**config.mk**
```make
export PLATFORM = sky130hd
export DESIGN_NAME = bus_arbiter_32_flat
export DESIGN_NICKNAME = d
export VERILOG_FILES = /design/src/rtl/bus_arbiter_32_pkg.sv /design/src/rtl/bus_arbiter_32_if.sv /design/src/rtl/bus_arbiter_32_rr_pick32.sv /design/src/rtl/bus_arbiter_32.sv /design/src/flat_wrapper.sv
export SDC_FILE = /design/constraint.sdc
export NUM_CORES = 1
export LEC_CHECK = 0
export ABC_AREA = 1
export ABC_CLOCK_PERIOD_IN_PS = 10800
export CORE_AREA = 2 2 193 119
export DETAILED_ROUTE_END_ITERATION = 12
export DIE_AREA = 0 0 195 121
export PLACE_DENSITY = 0.46
export SLEW_MARGIN = 20
export SYNTH_ARGS = -nofsm -noshare
export SYNTH_HDL_FRONTEND = slang
export SYNTH_SLANG_ARGS = --single-unit
```
**constraint.sdc**
```tcl
create_clock -name clock -period 10.8 [get_ports clock]
set_input_delay 2.16 -clock clock [delete_from_list [all_inputs] [get_ports clock]]
set_output_delay 2.16 -clock clock [all_outputs]
set_load 0.03 [all_outputs]
```
**src/rtl/bus_arbiter_32_pkg.sv**
```systemverilog
// Shared constants and types for the 32-source round-robin bus arbiter.
package bus_arbiter_32_pkg;

  localparam int unsigned N_SRC        = 32;
  localparam int unsigned IDX_W        = 5;
  localparam int unsigned HOLD_W       = 8;
  localparam int unsigned MAX_HOLD_DEF = 16;

  typedef enum logic [1:0] {
    ST_IDLE  = 2'd0,
    ST_GRANT = 2'd1,
    ST_GAP   = 2'd2
  } arb_state_t;

  // One-hot vector with only bit idx set.
  function automatic logic [N_SRC-1:0] idx_to_onehot(input logic [IDX_W-1:0] idx);
    logic [N_SRC-1:0] one;
    one = {{(N_SRC-1){1'b0}}, 1'b1};
    return one << idx;
  endfunction

endpackage

```
**src/rtl/bus_arbiter_32_if.sv**
```systemverilog
// Request/grant bundle between the requesters and the arbiter.
// Handshake: each source raises req[k] and keeps it high for as long as it
// wants the bus; req_mask[k]=0 hides that request. The arbiter answers with a
// registered one-hot gnt (or zero); a source owns the bus only while its gnt
// bit is high, and loses it when it drops req or after MAX_HOLD cycles.
interface bus_arbiter_32_if;
  import bus_arbiter_32_pkg::*;

  logic [N_SRC-1:0] req;
  logic [N_SRC-1:0] req_mask;
  logic [N_SRC-1:0] gnt;
  logic [IDX_W-1:0] gnt_idx;
  logic             bus_busy;
  logic             hold_timeout;

  modport master (
    output req, req_mask,
    input  gnt, gnt_idx, bus_busy, hold_timeout
  );

  modport slave (
    input  req, req_mask,
    output gnt, gnt_idx, bus_busy, hold_timeout
  );

endinterface

```
**src/rtl/bus_arbiter_32_rr_pick32.sv**
```systemverilog
// Combinational round-robin winner search: first set bit of eff at or above
// ptr, wrapping from 31 to 0.
module rr_pick32
  import bus_arbiter_32_pkg::*;
(
  input  logic [N_SRC-1:0] i_eff,
  input  logic [IDX_W-1:0] i_ptr,
  output logic [N_SRC-1:0] o_gnt,
  output logic [IDX_W-1:0] o_idx,
  output logic             o_any
);

  logic [2*N_SRC-1:0] w_dbl;
  logic [N_SRC-1:0]   w_rot;
  logic [IDX_W-1:0]   w_off;

  // Rotate so that bit 0 of w_rot is the source at ptr.
  assign w_dbl = {i_eff, i_eff} >> i_ptr;
  assign w_rot = w_dbl[N_SRC-1:0];
  assign o_any = |i_eff;

  // Lowest set bit of the rotated vector is the winner's distance from ptr.
  always_comb begin
    w_off = '0;
    for (int k = N_SRC - 1; k >= 0; k--) begin
      if (w_rot[k]) begin
        w_off = IDX_W'(k);
      end
    end
  end

  // Undo the rotation; 5-bit addition wraps modulo 32.
  always_comb begin
    o_idx = i_ptr + w_off;
    o_gnt = o_any ? idx_to_onehot(o_idx) : '0;
  end

endmodule

```
**src/rtl/bus_arbiter_32.sv**
```systemverilog
// 32-source round-robin bus arbiter with per-owner hold limit and a one-cycle
// dead GAP between owners. Grant outputs are registered.
module bus_arbiter_32
  import bus_arbiter_32_pkg::*;
#(
  parameter int unsigned MAX_HOLD = MAX_HOLD_DEF
) (
  input  logic                  clock,
  input  logic                  clear_n,
  bus_arbiter_32_if.slave       bus,
  output arb_state_t            o_dbg_state,
  output logic [IDX_W-1:0]      o_dbg_ptr,
  output logic [HOLD_W-1:0]     o_dbg_hold_cnt
);

  arb_state_t        r_state;
  logic [IDX_W-1:0]  r_ptr;
  logic [HOLD_W-1:0] r_hold_cnt;
  logic [N_SRC-1:0]  r_gnt;
  logic [IDX_W-1:0]  r_gnt_idx;
  logic              r_busy;
  logic              r_timeout;

  arb_state_t        w_state_nxt;
  logic [IDX_W-1:0]  w_ptr_nxt;
  logic [HOLD_W-1:0] w_hold_nxt;
  logic [N_SRC-1:0]  w_gnt_nxt;
  logic [IDX_W-1:0]  w_idx_nxt;
  logic              w_busy_nxt;
  logic              w_timeout_nxt;

  logic [N_SRC-1:0]  w_eff;
  logic [N_SRC-1:0]  w_pick_gnt;
  logic [IDX_W-1:0]  w_pick_idx;
  logic              w_pick_any;
  logic              w_owner_req;
  logic              w_hold_done;

  assign w_eff       = bus.req & bus.req_mask;
  // The current owner is r_gnt_idx; a mask clear counts as a plain drop.
  assign w_owner_req = w_eff[r_gnt_idx];
  assign w_hold_done = (r_hold_cnt >= HOLD_W'(MAX_HOLD));

  rr_pick32 u_pick (
    .i_eff (w_eff),
    .i_ptr (r_ptr),
    .o_gnt (w_pick_gnt),
    .o_idx (w_pick_idx),
    .o_any (w_pick_any)
  );

  // State and registered outputs; reset drops the grant at once, no GAP.
  always_ff @(posedge clock or negedge clear_n) begin
    if (!clear_n) begin
      r_state    <= ST_IDLE;
      r_ptr      <= '0;
      r_hold_cnt <= '0;
      r_gnt      <= '0;
      r_gnt_idx  <= '0;
      r_busy     <= 1'b0;
      r_timeout  <= 1'b0;
    end else begin
      r_state    <= w_state_nxt;
      r_ptr      <= w_ptr_nxt;
      r_hold_cnt <= w_hold_nxt;
      r_gnt      <= w_gnt_nxt;
      r_gnt_idx  <= w_idx_nxt;
      r_busy     <= w_busy_nxt;
      r_timeout  <= w_timeout_nxt;
    end
  end

  // Next state: grant on any effective request, leave on drop or hold limit.
  always_comb begin
    w_state_nxt = r_state;
    case (r_state)
      ST_IDLE:  if (w_pick_any) w_state_nxt = ST_GRANT;
      ST_GRANT: if (!w_owner_req || w_hold_done) w_state_nxt = ST_GAP;
      ST_GAP:   w_state_nxt = ST_IDLE;
      default:  w_state_nxt = ST_IDLE;
    endcase
  end

  // Next output/datapath values; a drop wins over a simultaneous hold expiry.
  always_comb begin
    w_gnt_nxt     = '0;
    w_idx_nxt     = '0;
    w_busy_nxt    = 1'b0;
    w_timeout_nxt = 1'b0;
    w_ptr_nxt     = r_ptr;
    w_hold_nxt    = r_hold_cnt;
    case (r_state)
      ST_IDLE: begin
        if (w_pick_any) begin
          w_gnt_nxt  = w_pick_gnt;
          w_idx_nxt  = w_pick_idx;
          w_busy_nxt = 1'b1;
          w_hold_nxt = HOLD_W'(1);
        end
      end
      ST_GRANT: begin
        if (!w_owner_req) begin
          w_ptr_nxt  = r_gnt_idx + IDX_W'(1);
          w_hold_nxt = '0;
        end else if (w_hold_done) begin
          w_ptr_nxt     = r_gnt_idx + IDX_W'(1);
          w_hold_nxt    = '0;
          w_timeout_nxt = 1'b1;
        end else begin
          w_gnt_nxt  = r_gnt;
          w_idx_nxt  = r_gnt_idx;
          w_busy_nxt = 1'b1;
          w_hold_nxt = r_hold_cnt + HOLD_W'(1);
        end
      end
      default: begin
        w_hold_nxt = '0;
      end
    endcase
  end

  assign bus.gnt          = r_gnt;
  assign bus.gnt_idx      = r_gnt_idx;
  assign bus.bus_busy     = r_busy;
  assign bus.hold_timeout = r_timeout;

  assign o_dbg_state    = r_state;
  assign o_dbg_ptr      = r_ptr;
  assign o_dbg_hold_cnt = r_hold_cnt;

endmodule
```
**src/flat_wrapper.sv**
```systemverilog
// flat-port wrapper written by rule: the top's interface ports become plain ports
module bus_arbiter_32_flat import bus_arbiter_32_pkg::*;
#(
  parameter int unsigned MAX_HOLD = MAX_HOLD_DEF
)
  (clock, clear_n, o_dbg_state, o_dbg_ptr, o_dbg_hold_cnt, bus_req, bus_req_mask, bus_gnt, bus_gnt_idx, bus_bus_busy, bus_hold_timeout);
  bus_arbiter_32_if bus_i ();
  input  logic clock;
  input  logic clear_n;
  output arb_state_t o_dbg_state;
  output logic [IDX_W-1:0] o_dbg_ptr;
  output logic [HOLD_W-1:0] o_dbg_hold_cnt;
  input wire logic [$bits(bus_i.req)-1:0] bus_req;
  input wire logic [$bits(bus_i.req_mask)-1:0] bus_req_mask;
  output wire logic [$bits(bus_i.gnt)-1:0] bus_gnt;
  output wire logic [$bits(bus_i.gnt_idx)-1:0] bus_gnt_idx;
  output wire logic [$bits(bus_i.bus_busy)-1:0] bus_bus_busy;
  output wire logic [$bits(bus_i.hold_timeout)-1:0] bus_hold_timeout;
  assign bus_i.req = bus_req;
  assign bus_i.req_mask = bus_req_mask;
  assign bus_gnt = bus_i.gnt;
  assign bus_gnt_idx = bus_i.gnt_idx;
  assign bus_bus_busy = bus_i.bus_busy;
  assign bus_hold_timeout = bus_i.hold_timeout;
  bus_arbiter_32 #(.MAX_HOLD(MAX_HOLD)) u_core (.clock(clock), .clear_n(clear_n), .bus(bus_i), .o_dbg_state(o_dbg_state), .o_dbg_ptr(o_dbg_ptr), .o_dbg_hold_cnt(o_dbg_hold_cnt));
endmodule
```
==> results.cfg, run 1 <==
[placement]
dp_hpwl_mm = 16.8
io_buffers = 119
gp_congestion = 0.920

[synthesis]
synth_cells = 906
synth-edff-count = 0
yosys_warnings = 0
synth_seq_cells = 54
syn_avg_cell_area_sq_um = 5.93
seq_area_frac_synth = 0.251
synth_cell_types = 43
syn_nets = 980
syn-cell-area_sq_um = 5370
yosys_most_used_dff = dfrtp_1
synthArstFlopShare = 1.00

[global_route]
grt_pass1_vias = 5866
antenna_found_initial = 0
grt_usage = 0.184
gr-total-overflow = 0
grt_max_degree = 60
grt_pass1_wl_mm = 34.1

[worst_setup_path]
critical_path_class = in -> reg
reg2reg_from = u_core.o_dbg_ptr[3]
reg2reg_to = u_core.bus.gnt[24]
reg2reg_depth = 20
worstPathRequired_ns = 10.94
worstSetupEndpointType = register
crit_slowest_cell = xor2_1
cp-start-kind = input port
path_max_fanout = 13
cp_common_cell = nand2_1
arrival_ns = 7.33
r2r_slack_ns = 4.81
cp_slowest_stage_delay_ns = 0.81

[cts]
cts_resized = 0
cts_buffers = 5
clockBufferDepth = 2
postCtsSetupRepairBufs = 0
path_clk_slew_ns = 0.07
cts_hold_buf = 0
cts.sinks = 54
clkLatencyLatePin_ns = 0.29
cts_root_buffer = clkbuf_16
cts_max_level = 2
cts_tree = built

[status]
status = completed

[detailed_routing]
drtPass1Iterations = 5
routed_wl_mm = 21.5
wl_per_cell_um = 16.8
ant_nets = 0
vias_per_cell = 4.86
drcViolationCount = 0
drtIter0Drc = 580
dr_total_vias = 6213

[pwr]
total_power_w = 0.00230
power.leakage_nw = 3.24
ir_worst_vdd_mv = 0.141
p_per_area_nw_per_um2 = 334

[timing]
period_needed_ns = 7.19
finalSetupViolCount = 0
finClkSkew_ns = 0.00745
maxSlewHeadroom = 0.291
max_freq_mhz = 139
fin_crit_sh = 0.666
hold_viol = 0
setup_tns_ns = 0
final-max-slew-violation-count = 0
rsz0062_at_grt = no
tightest_slew_ns = 1.06

[floorplan]
start_util = 0.247
row_count = 42
boundaryPins = 120
die-area_sq_um = 23600
die_width_um = 195
die_y_um = 121
core-area_sq_um = 21800

[worst_hold_path]
min_from = u_core.o_dbg_state[1]
hold_end = u_core.bus.hold_timeout
hp-class = reg -> reg
whs_path_depth = 1

[finish]
final_common_cell = nand2_1
fin_nets = 1066
antenna_cells = 0
syn2layout_area_growth_pct = 28.3
drive_gt1_frac = 0.0262
final_cell_mix = nand2_1, nand3_1, clkdlybuf4s50_1, inv_1, o21ai_0

[flow_run]
cap_viol_max_count = 0
==> metal layers <==
metal  share of wire  vias up  track usage
met2            0.38      222        0.252
met5               0        -            0
li1                -     3171            -
met1            0.53     2818        0.292
met4          0.0016        0       0.0162
met3           0.087        2       0.0456
==> cell usage after synthesis, types with 5 or more instances <==
cell | count | area, sq um
o32ai_1 | 16 | 140
nand3_1 | 134 | 671
clkbuf_1 | 16 | 60.1
a21oi_1 | 18 | 90.1
o21ai_1 | 15 | 75.1
nand2_1 | 306 | 1150
dfrtp_1 | 54 | 1350
buf_2 | 18 | 90.1
o21ai_0 | 55 | 275
nor2_1 | 33 | 124
buf_1 | 6 | 22.5
o22ai_1 | 22 | 138
and2_1 | 7 | 43.8
nand4_1 | 27 | 169
xor2_1 | 7 | 61.3
nor4_1 | 5 | 31.3
inv_1 | 111 | 417
ha_1 | 8 | 100
==> report_power, final <==
group / internal (W) / leakage, nW / switching (W)
logic: 0.000547 / 2.42 / 0.00129
registers: 0.000235 / 0.739 / 0.0000489
clock network: 0.000110 / 0.0781 / 0.0000722
==> state kept, by name, summed over array words and instances, names as in the netlist <==
name / flops
u_core.o_dbg_hold_cnt: 8
u_core.bus.gnt: 32
u_core.o_dbg_state: 2
u_core.o_dbg_ptr: 5
u_core.bus.hold_timeout: 1
u_core.bus.gnt_idx: 5
u_core.bus.bus_busy: 1
==> critical path, delay by kind of cell <==
| kind | cells | cell delay [ns] |
|---|---|---|
| xor gates and xnor gates | 1 | 0.81 |
| buffers and inverters | 2 | 0.89 |
| adders and majority gates | 1 | 0.30 |
| and+or+nand+nor | 13 | 1.56 |
| AOI/OAI and AO/OA | 9 | 1.62 |
==> layout make-up <==
class	count	area (sq um)
clock inverters	1	30.0
clock buffers	7	133
multi-input cells	689	3340
flip-flops and latches	54	1350
fillers	2436	14900
repair buffers	127	1250
inverters	115	437
well taps	286	358
==> worst max path at each step <==
stage / startpoint / endpoint
finish: bus_req[31] / u_core.bus.gnt[24]
global route: bus_req[31] / u_core.bus.gnt[24]
CTS: bus_req[21] / u_core.bus.gnt[24]
detailed placement: bus_req_mask[31] / u_core.bus.gnt[24]
global placement: bus_req[31] / u_core.bus.gnt[2]
floorplan: bus_req[6] / u_core.bus.gnt[30]
==> kinds of logic after synthesis <==
kind of cell    share of synthesized area
compound gates                      0.164
fa+ha+maj                          0.0186
mux                               0.00373
flops                               0.251
xor+xnor                           0.0130
simple gates                        0.422
buf+inv                             0.127
==> stage by stage <==
stage / cell area (sq um) / utilization / hold slack [ns] / cells / worst slack (ns)
after floorplan: 5370 / - / 0.645 / 906 / 4.88
after global placement: 6730 / 0.309 / 0.517 / 1271 / 3.47
after detailed placement: 6730 / 0.309 / 0.500 / 1271 / 3.50
after CTS: 6890 / 0.317 / 0.521 / 1279 / 3.75
after global routing: 6890 / 0.317 / 0.533 / 1279 / 2.98
final: 6890 / 0.317 / 0.518 / 1279 / 3.61
No activity file was read; power rests on OpenSTA's default activity.
==> run 2: changes to the inputs <==
- ABC_CLOCK_PERIOD_IN_PS: 10800 -> 7200
- clock period: 10.8 -> 7.2 ns (I/O delays scaled with it)
==> results.cfg, run 2 (same netlist as run 1, synthesis figures left out) <==
[status]
status = completed

[placement]
dp_hpwl_mm = 16.9
place_area_sq_um = 6750
io_buffers = 119
gp_congestion = 0.882
dp.cells = 1273

[global_route]
gr-total-overflow = 0
grt_pass1_vias = 5948
grt_max_degree = 60
grt_pass1_wl_mm = 34.2
antenna_found_initial = 0
grt_usage = 0.184

[timing]
finalSetupViolCount = 0
maxSlewHeadroom = 0.290
hold_viol = 0
tightest_slew_ns = 1.06
finClkSkew_ns = 0.0133
rsz0062_at_grt = no
fin_crit_sh = 0.850
final-max-slew-violation-count = 0
setup_tns_ns = 0
period_needed_ns = 6.12
max_freq_mhz = 163

[finish]
final_cells = 1280
final_common_cell = nand2_1
final_cell_mix = nand2_1, nand3_1, clkdlybuf4s50_1, inv_1, o21ai_0
antenna_cells = 0
largest_reg_flops = 32
final_util = 0.316
fin_area_sq_um = 6880
drive_gt1_frac = 0.0282
syn2layout_area_growth_pct = 28.1
fin_nets = 1068

[floorplan]
start_util = 0.247
die-area_sq_um = 23600
core-area_sq_um = 21800
boundaryPins = 120
die_width_um = 195
row_count = 42
die_y_um = 121

[worst_setup_path]
r2r_slack_ns = 1.73
cp-start-kind = input port
crit_slowest_cell = clkdlybuf4s50_1
arrival_ns = 6.31
reg2reg_depth = 43
critical_path_class = in -> reg
reg2reg_from = u_core.o_dbg_ptr[2]
cp-endpoint = u_core.bus.gnt[30]
cp_slowest_stage_delay_ns = 0.51
path_max_fanout = 17
worstSetupEndpointType = register
cp_common_cell = nand2_1
worstPathRequired_ns = 7.39
startpoint = bus_req[16]
reg2reg_to = u_core.bus.gnt[30]

[cts]
path_clk_slew_ns = 0.08
cts_root_buffer = clkbuf_16
clkLatencyLatePin_ns = 0.29
cts.sinks = 54
cts_buffers = 5
cts_hold_buf = 0
cts_tree = built
clockBufferDepth = 2
postCtsSetupRepairBufs = 0
cts_resized = 0
cts_max_level = 2

[detailed_routing]
dr_total_vias = 6232
drtIter0Drc = 665
wl_per_cell_um = 16.9
ant_nets = 0
drtPass1Iterations = 6
routed_wl_mm = 21.6
vias_per_cell = 4.87
drcViolationCount = 0

[pwr]
sw_frac_of_total = 0.619
ir_worst_vdd_mv = 0.293
power.leakage_nw = 3.23
total_power_w = 0.00348
combPwrFrac = 0.812
clockPowerShare = 0.067
p_sw_w = 0.00216
p_int_w = 0.00132
seqPwrFrac = 0.121
p_per_area_nw_per_um2 = 506

[worst_hold_path]
hp-class = reg -> reg

[flow_run]
cap_viol_max_count = 0
## run 2: changes by cell type in the layout (fill, tap and decap cells not counted), sizes merged
cell	change
clkinvlp	+1
clkbuf	-1
buf	+2
bufinv	-1
inv	-1
clkinv	+1
## run 2: per-stage QoR
stage | hold WS, ns | worst slack [ns]
4_1_cts | 0.526 | 1.15
3_5_place_dp | 0.506 | 0.868
2_1_floorplan | 0.645 | 2.00
6_report | 0.511 | 1.08
5_1_grt | 0.547 | 0.454
3_3_place_gp | 0.501 | 0.921
## run 2: worst min path at each step
stage | to | depth (start not counted) | slack, ns | from
2_1_floorplan | u_core.o_dbg_hold_cnt[5] | 2 | 0.65 | u_core.o_dbg_hold_cnt[5]
3_3_place_gp | u_core.bus.hold_timeout | 1 | 0.50 | u_core.o_dbg_state[1]
3_5_place_dp | u_core.bus.hold_timeout | 1 | 0.51 | u_core.o_dbg_state[1]
4_1_cts | u_core.bus.hold_timeout | 1 | 0.53 | u_core.o_dbg_state[1]
5_1_grt | u_core.bus.hold_timeout | 1 | 0.55 | u_core.o_dbg_state[1]
6_report | u_core.bus.hold_timeout | 1 | 0.51 | u_core.o_dbg_state[1]
## run 2: layout make-up
cell class / instances / area [sq um]
clock buffers: 6 / 129
clock inverters: 1 / 7.51
fillers: 2449 / 14900
inverters: 115 / 437
multi-input cells: 689 / 3340
flip-flops and latches: 54 / 1350
well taps: 286 / 358
repair buffers: 129 / 1260
## run 2: power groups by stage
stage	Clock, W	Combinational [W]	Sequential (W)
2_1_floorplan	0	0.00195	0.000481
3_3_place_gp	0	0.00280	0.000428
3_5_place_dp	0	0.00279	0.000426
4_1_cts	0.000240	0.00280	0.000422
5_1_grt	0.000254	0.00321	0.000432
6_report	0.000234	0.00283	0.000422
## run 2: metal layers
layer | wire length, um | vias to the layer above | GRT usage
li1 | - | 3174 | -
met3 | 1330 | 2 | 0.0253
met5 | 0 | - | 0
met2 | 8260 | 203 | 0.259
met1 | 12000 | 2853 | 0.301
met4 | 24 | 0 | 0.0124
## run 2: worst max-delay path, delay by kind of cell
family / cells / cell delay, ns
and+or+nand+nor: 38 / 3.01
AOI/OAI and AO/OA: 5 / 0.97
buffers and inverters: 1 / 0.51
xor gates and xnor gates: 1 / 0.19
adders and majority gates: 1 / 0.18
==> run 3: changes to the inputs <==
- ABC_CLOCK_PERIOD_IN_PS: 7200 -> 5200
- PLACE_DENSITY: 0.46 -> 0.48
- clock period: 7.2 -> 5.2 ns (I/O delays scaled with it)
==> results.cfg, run 3 (same netlist as run 1, synthesis figures left out) <==
[placement]
gp_congestion = 0.881
io_buffers = 119
place_area_sq_um = 7580
dp_hpwl_mm = 17.5

[flow_run]
cap_viol_max_count = 0

[finish]
antenna_cells = 0
drive_gt1_frac = 0.392
largest_reg_flops = 32
n_fill_cell = 2279
fin_nets = 1214
fin_area_sq_um = 9420
final_common_cell = nand2_1
final_cell_mix = nand2_1, buf_4, inv_1, nand2_2, nand3_1
syn2layout_area_growth_pct = 75.4

[cts]
clockBufferDepth = 2
clkLatencyLatePin_ns = 0.29
cts_tree = built
cts_max_level = 2
cts.sinks = 54
cts_root_buffer = clkbuf_16
path_clk_slew_ns = 0.07
cts_buffers = 5

[pwr]
power.leakage_nw = 4.57
ir_worst_vdd_mv = 0.442
p_per_area_nw_per_um2 = 745

[floorplan]
start_util = 0.247
boundaryPins = 120
core-area_sq_um = 21800
die-area_sq_um = 23600
row_count = 42
die_width_um = 195
die_y_um = 121

[timing]
holdWs_ns = 0.521
hold_viol = 0
rsz0062_at_grt = yes
period_needed_ns = 4.98
maxSlewHeadroom = 0.457
tightest_slew_ns = 0.814
finalSetupViolCount = 0
fin_crit_sh = 0.957
final-max-slew-violation-count = 0
finClkSkew_ns = 0.00789
max_freq_mhz = 201

[detailed_routing]
vias_per_cell = 4.93
drtPass1Iterations = 5
wl_per_cell_um = 16.7
drtIter0Drc = 543
drcViolationCount = 0
ant_nets = 0
routed_wl_mm = 23.9
dr_total_vias = 7034

[worst_setup_path]
worstSetupEndpointType = register
path_max_fanout = 4
arrival_ns = 5.17
worstPathRequired_ns = 5.40
crit_slowest_cell = o32ai_4
cp_common_cell = nand2_1
critical_path_class = in -> reg
cp_slowest_stage_delay_ns = 0.24
cp-start-kind = input port

[global_route]
grt_pass1_vias = 6014
grt_pass1_wl_mm = 34.6
grt_max_degree = 59
grt_usage = 0.187
antenna_found_initial = 0
gr-total-overflow = 0

[worst_hold_path]
hp-class = reg -> reg

[status]
status = completed
## run 3: changes by cell type in the layout (fill, tap and decap cells not counted), sizes merged
| cell | delta |
|---|---|
| buf | +157 |
| clkdlybuf4s50 | -64 |
| dlymetal6s2s | +28 |
| clkbuf | +25 |
| inv | +1 |
## run 3: final timing paths
kind                                       start                 endpoint  slack, ns  cells after the start
max                             bus_req_mask[25]       u_core.bus.gnt[18]       0.22                     47
min                        u_core.o_dbg_state[1]  u_core.bus.hold_timeout       0.52                      1
max reg2reg                  u_core.o_dbg_ptr[0]       u_core.bus.gnt[18]       0.29                     46
min reg2reg                u_core.o_dbg_state[1]  u_core.bus.hold_timeout       0.52                      1
max in group asynchronous                clear_n      u_core.o_dbg_ptr[3]       3.86                      2
min in group asynchronous                clear_n        u_core.bus.gnt[0]       0.88                      2
## run 3: final cells by class
| type | count | area, sq um | area share |
|---|---|---|---|
| Clock buffer | 6 | 139 | 0.0147 |
| Clock inverter | 2 | 12.5 | 0.00133 |
| Inverter | 115 | 443 | 0.0470 |
| Multi-Input combinational cell | 689 | 4620 | 0.490 |
| Sequential cell | 54 | 1350 | 0.143 |
| Tap cell | 286 | 358 | 0.0380 |
| Timing Repair Buffer | 275 | 2500 | 0.266 |
## run 3: worst max-delay path, delay by kind of cell
kind | cells | cell delay (ns)
simple gates | 36 | 2.37
compound gates | 6 | 0.95
buf+inv | 3 | 0.46
fa+ha+maj | 1 | 0.20
xor+xnor | 1 | 0.17
## run 3: what timing repair did
action,CTS,global route
buffers inserted,4,36
cloned,1,2
hold buffers,0,0
pin swaps,2,108
resized for setup,40,412
endpoints found under the setup margin,33,35
hold endpoints to repair,0,0
## run 3: report_power, final
| group | leakage, nW | internal, W | switching, W |
|---|---|---|---|
| logic | 3.75 | 0.00253 | 0.00358 |
| registers | 0.739 | 0.000489 | 0.0000848 |
| clock network | 0.0729 | 0.000191 | 0.000153 |
## run 3: through the flow
| step | utilization | TNS (ns) | setup slack [ns] | std cells | power [W] |
|---|---|---|---|---|---|
| 6_report | 0.433 | 0 | 0.224 | 1427 | 0.00702 |
| 4_1_cts | 0.364 | -0.126 | -0.0239 | 1389 | 0.00590 |
| 3_5_place_dp | 0.348 | -14.10 | -0.451 | 1376 | 0.00538 |
| 3_3_place_gp | 0.348 | -13.34 | -0.415 | 1376 | 0.00540 |
| 5_1_grt | 0.433 | -3.11 | -0.155 | 1427 | 0.00764 |
| 2_1_floorplan | - | 0 | 0.398 | 906 | 0.00336 |
## run 3: routing by layer
layer	GRT usage	part of all wire	vias to the layer above
met5	0	0	-
met4	0.0181	0.0072	0
met3	0.0289	0.077	17
met2	0.250	0.40	236
met1	0.313	0.52	3305
li1	-	-	3476
